File: src/rtl/log2_rr_scheduler.sv
// log2_rr_scheduler: round-robin share of one combinational Q-format log2 unit across NUM_REQ requesters.
// Optional LOG2_SCHED_ZERO_ERR_EN: zero operand yields most-negative result with res_err=1.
module log2_rr_scheduler #(
    parameter int NUM_REQ         = 4,
    parameter int FIX_POINT_WIDTH = 16,
    parameter int Bf              = 8,
    parameter int ID_W            = 2
) (
    input  logic                               clk,
    input  logic                               rst,
    input  logic [NUM_REQ-1:0]                 req_valid,
    input  logic [NUM_REQ*FIX_POINT_WIDTH-1:0] req_data,
    output logic [NUM_REQ-1:0]                 req_ready,
    output logic                               res_valid,
    input  logic                               res_ready,
    output logic [FIX_POINT_WIDTH-1:0]         res_data,
    output logic [ID_W-1:0]                    res_id,
    output logic                               res_err
);
    localparam int W = FIX_POINT_WIDTH;

    typedef enum logic {EMPTY, FULL} state_t;

    state_t          state, state_nx;
    logic [ID_W-1:0] ptr, ptr_nx, winner;
    logic            slot_free, grant;
    logic [W-1:0]    operand, log2_out, result;
    logic [Bf-1:0]   frac;
    logic            err;
    int              idx, msb;

    // Descending scan so the candidate closest to ptr is assigned last and wins.
    always_comb begin
        winner = ptr;
        idx = 0;
        for (int k = NUM_REQ - 1; k >= 0; k--) begin
            idx = int'(ptr) + k;
            if (idx >= NUM_REQ) idx = idx - NUM_REQ;
            if (req_valid[idx]) winner = ID_W'(idx);
        end
    end

    assign slot_free = (state == EMPTY) || res_ready;
    assign grant     = slot_free && (|req_valid) && !rst;
    assign req_ready = grant ? (NUM_REQ'(1) << winner) : '0;
    assign operand   = req_data[int'(winner)*W +: W];

    // Mitchell log2: integer part is the leading-one position minus Bf, fraction is the
    // linearly interpolated mantissa below that leading one (truncated).
    always_comb begin
        msb = 0;
        for (int i = 0; i < W; i++)
            if (operand[i]) msb = i;
        frac = Bf'({operand, {Bf{1'b0}}} >> msb);
        log2_out = W'((msb - Bf) * (1 << Bf)) + W'(frac);
    end

`ifdef LOG2_SCHED_ZERO_ERR_EN
    assign err    = (operand == '0);
    assign result = err ? {1'b1, {(W-1){1'b0}}} : log2_out;
`else
    assign err    = 1'b0;
    assign result = log2_out;
`endif

    always_comb begin
        state_nx = state;
        ptr_nx   = ptr;
        if (grant) begin
            state_nx = FULL;
            ptr_nx   = (winner == ID_W'(NUM_REQ - 1)) ? '0 : winner + 1'b1;
        end else if (state == FULL && res_ready) begin
            state_nx = EMPTY;
        end
    end

    always_ff @(posedge clk) begin
        if (rst) begin
            state    <= EMPTY;
            ptr      <= '0;
            res_data <= '0;
            res_id   <= '0;
            res_err  <= 1'b0;
        end else begin
            state <= state_nx;
            ptr   <= ptr_nx;
            if (grant) begin
                res_data <= result;
                res_id   <= winner;
                res_err  <= err;
            end
        end
    end

    assign res_valid = (state == FULL);
endmodule

File: config.mk
export PLATFORM = sky130hd
export DESIGN_NAME = log2_rr_scheduler
export DESIGN_NICKNAME = d
export VERILOG_FILES = /design/src/rtl/log2_rr_scheduler.sv
export SDC_FILE = /design/constraint.sdc
export NUM_CORES = 1
export LEC_CHECK = 0
export ABC_AREA = 1
export BUFFER_PORTS_ARGS = -buffer_cell sky130_fd_sc_hd__buf_2
export CAP_MARGIN = 40
export CORE_ASPECT_RATIO = 1.75
export CORE_MARGIN = 5
export CORE_UTILIZATION = 50
export CTS_BUF_LIST = sky130_fd_sc_hd__clkbuf_8
export CTS_CLUSTER_SIZE = 28
export DETAILED_ROUTE_END_ITERATION = 12
export GPL_ROUTABILITY_DRIVEN = 0
export HOLD_SLACK_MARGIN = 0.05
export PLACE_DENSITY = 0.82
export SETUP_SLACK_MARGIN = 0.5
export SLEW_MARGIN = 20
export SYNTH_ARGS = -nofsm -noshare
export SYNTH_HDL_FRONTEND = slang
export SYNTH_SLANG_ARGS = --single-unit
File: constraint.sdc
create_clock -name clk -period 4.3 [get_ports clk]
set_input_delay 0 -clock clk [delete_from_list [all_inputs] [get_ports clk]]
set_output_delay 0 -clock clk [all_outputs]
set_load 0.1 [all_outputs]
==> impl_metrics.py <==
metrics = {
    "timing": {
        "fin_crit_sh_pct": 79.2,
        "setup_violations": 0,
        "fin_crit_ps": 3410,
        "finalClockSkew_ps": 2.95,
        "relSlewSlack_pct": 58.1,
        "fmax_ghz": 0.293,
        "tightest_slew_ps": 627,
        "slew_violations": 0,
        "finalHoldViolCount": 0,
        "tns_ps": 0,
        "layout_setup_ws_ps": 892,
        "rsz0062_at_grt": "false",
    },
    "synth": {
        "yosysTopAreaCell": "nand2_1",
        "yosys_warnings": 0,
        "synth_ff_type": "dfxtp_1",
        "yosysUniqueCellTypes": 33,
        "synth_top_area_share_pct": 22.9,
        "ys_top_cells_by_area": "nand2_1 23%, nand3_1 19%, dfxtp_1 15%",
        "synth_seq_cells": 17,
        "syn_inst": 417,
        "syn_nets": 492,
        "yosysSeqAreaShare_pct": 14.6,
        "avgSynthCellArea_sq_um": 5.57,
        "synth_edf_count": 0,
        "async_flop_share_pct": 0,
        "netlist_area_sq_um": 2320,
    },
    "cells_and_area": {
        "n_antenna_cell": 0,
        "final_net_count": 570,
        "final-seq-area_sq_um": 342,
        "fillers": 457,
        "final_cell_mix": "142 x nand2_1, 93 x buf_2, 89 x nand3_1",
        "area_growth_pct": 18.7,
        "drive_gt1_share_pct": 29.6,
        "final_util_pct": 62.1,
        "final_common_cell": "nand2_1",
        "multi_input_area_sq_um": 1640,
    },
    "clocking": {
        "cts_tree": "done",
        "clkTransAtPathRegs_ps": 60,
        "clk_latency_ps": 250,
        "cts-root-buf": "clkbuf_8",
        "cts_max_path_buffers": 2,
        "h-tree-depth": 1,
        "cts_buffers": 3,
        "clkSinkCount": 17,
    },
    "setup_path": {
        "endpoint_kind": "register",
        "cp_slowest_cell": "dfxtp_2",
        "critPathLaunchType": "register",
        "worstPathMaxFanout": 37,
        "cp_common_cell": "nand2_1",
        "critical-path-max-stage-delay_ps": 460,
        "crit_required_ps": 4440,
        "crit_arrival_ps": 3550,
        "path_class": "register to register",
    },
    "floorplan": {
        "die_w_um": 61.5,
        "core_sq_um": 4440,
        "fp-row-count": 32,
        "initial_core_util_pct": 52.3,
        "die_h_um": 100,
        "ios": 95,
        "dieArea_sq_um": 6160,
    },
    "placement": {
        "dp_hpwl_mm": 5.69,
        "pre_cts_ws_ps": 639,
        "io_buffers": 93,
    },
    "drt": {
        "dr.pass1.iters": 4,
        "wirelength_mm": 6.96,
        "drc": 0,
        "drt-initial-drc-count": 125,
        "vias_per_cell": 5.29,
        "vias": 2883,
        "ant_nets": 0,
        "wire_per_inst_um": 12.8,
    },
    "worst_hold_path": {
        "hp-class": "primary input to register",
    },
    "grt": {
        "grt_pass1_vias": 2802,
        "grt_pass1_wl_mm": 11.1,
        "grt_max_degree": 38,
        "antenna_found_initial": 0,
        "overflow": 0,
        "gr-usage-all-layers_pct": 22.7,
    },
    "status": {
        "status": "complete, no violations",
    },
    "run": {
        "cap_violations": 0,
    },
}
-- worst max-delay path, delay by kind of cell, from the launching register on --
kind	cells	cell delay [ps]
simple gates	31	2680
flops	1	460
buf+inv	2	160
-- final timing paths --
check / endpoint / slack (ps) / start / cells after the start
max: res_data[7]$_SDFFE_PP0P_ / 890 / ptr[0]$_SDFFE_PP0P_ / 33
min: res_valid$_SDFFE_PP0P_ / 110 / res_ready / 4
max reg2reg: res_data[7]$_SDFFE_PP0P_ / 890 / ptr[0]$_SDFFE_PP0P_ / 33
min reg2reg: res_data[0]$_SDFFE_PP0P_ / 470 / res_data[0]$_SDFFE_PP0P_ / 2
-- synth_stat cells, types with 3 or more instances --
cell type,n
buf_6,8
inv_4,3
dfxtp_1,17
nand2_2,12
o21ai_1,6
nand3_1,89
nor2_2,3
nand2_1,142
inv_1,29
nor2_4,3
nor2_1,23
inv_2,12
nand2_4,5
ha_1,4
a21oi_1,16
clkbuf_1,4
buf_4,8
o21ai_0,11
o21ai_2,6
-- sequential cells by signal, indices dropped and copies added, names as in the netlist --
signal,flops
res_id,2
ptr,2
res_data,12
res_valid,1
-- what timing repair did --
item                                    4_1_cts  5_1_grt
hold buffers                                  1        0
endpoints found under the setup margin        0        8
endpoints found under the hold margin         3        0
gates resized for setup                       0        5
setup buffers                                 0        0
-- logic make-up after synthesis --
kind of cell | after synthesis | synth area share, %
flops | 17 | 14.6
fa+ha+maj | 4 | 2.15
buf+inv | 67 | 15.1
mux | 1 | 0.431
other cells | 1 | 0.161
simple gates | 284 | 56.2
compound gates | 43 | 11.3
-- metal layers --
layer  global-route usage (%)  vias up  routed length (um)
met3                     1.93       29                 335
met4                     11.9        0                 309
met5                        0        -                   0
met1                     20.5     1251                2400
li1                         -     1497                   -
met2                     45.4      106                3910
-- layout make-up --
class | count | area share [%]
tap | 51 | 2.31
timing repair buffer | 95 | 17.5
multi-input combinational | 333 | 59.5
clock buffer | 3 | 1.50
inverter | 45 | 6.67
clock inverter | 1 | 0.136
sequential | 17 | 12.4
-- per-stage QoR --
stage	hold WS (ps)	cell area [sq um]	instances
global placement	255	2690	540
finish	108	2760	545
global route	150	2760	545
floorplan	69.1	2320	417
CTS	111	2740	545
detailed placement	255	2690	540
Power is left out: the tool's default activity adds up to more than one toggle a clock period on the data nets, which glitch-free logic cannot reach.
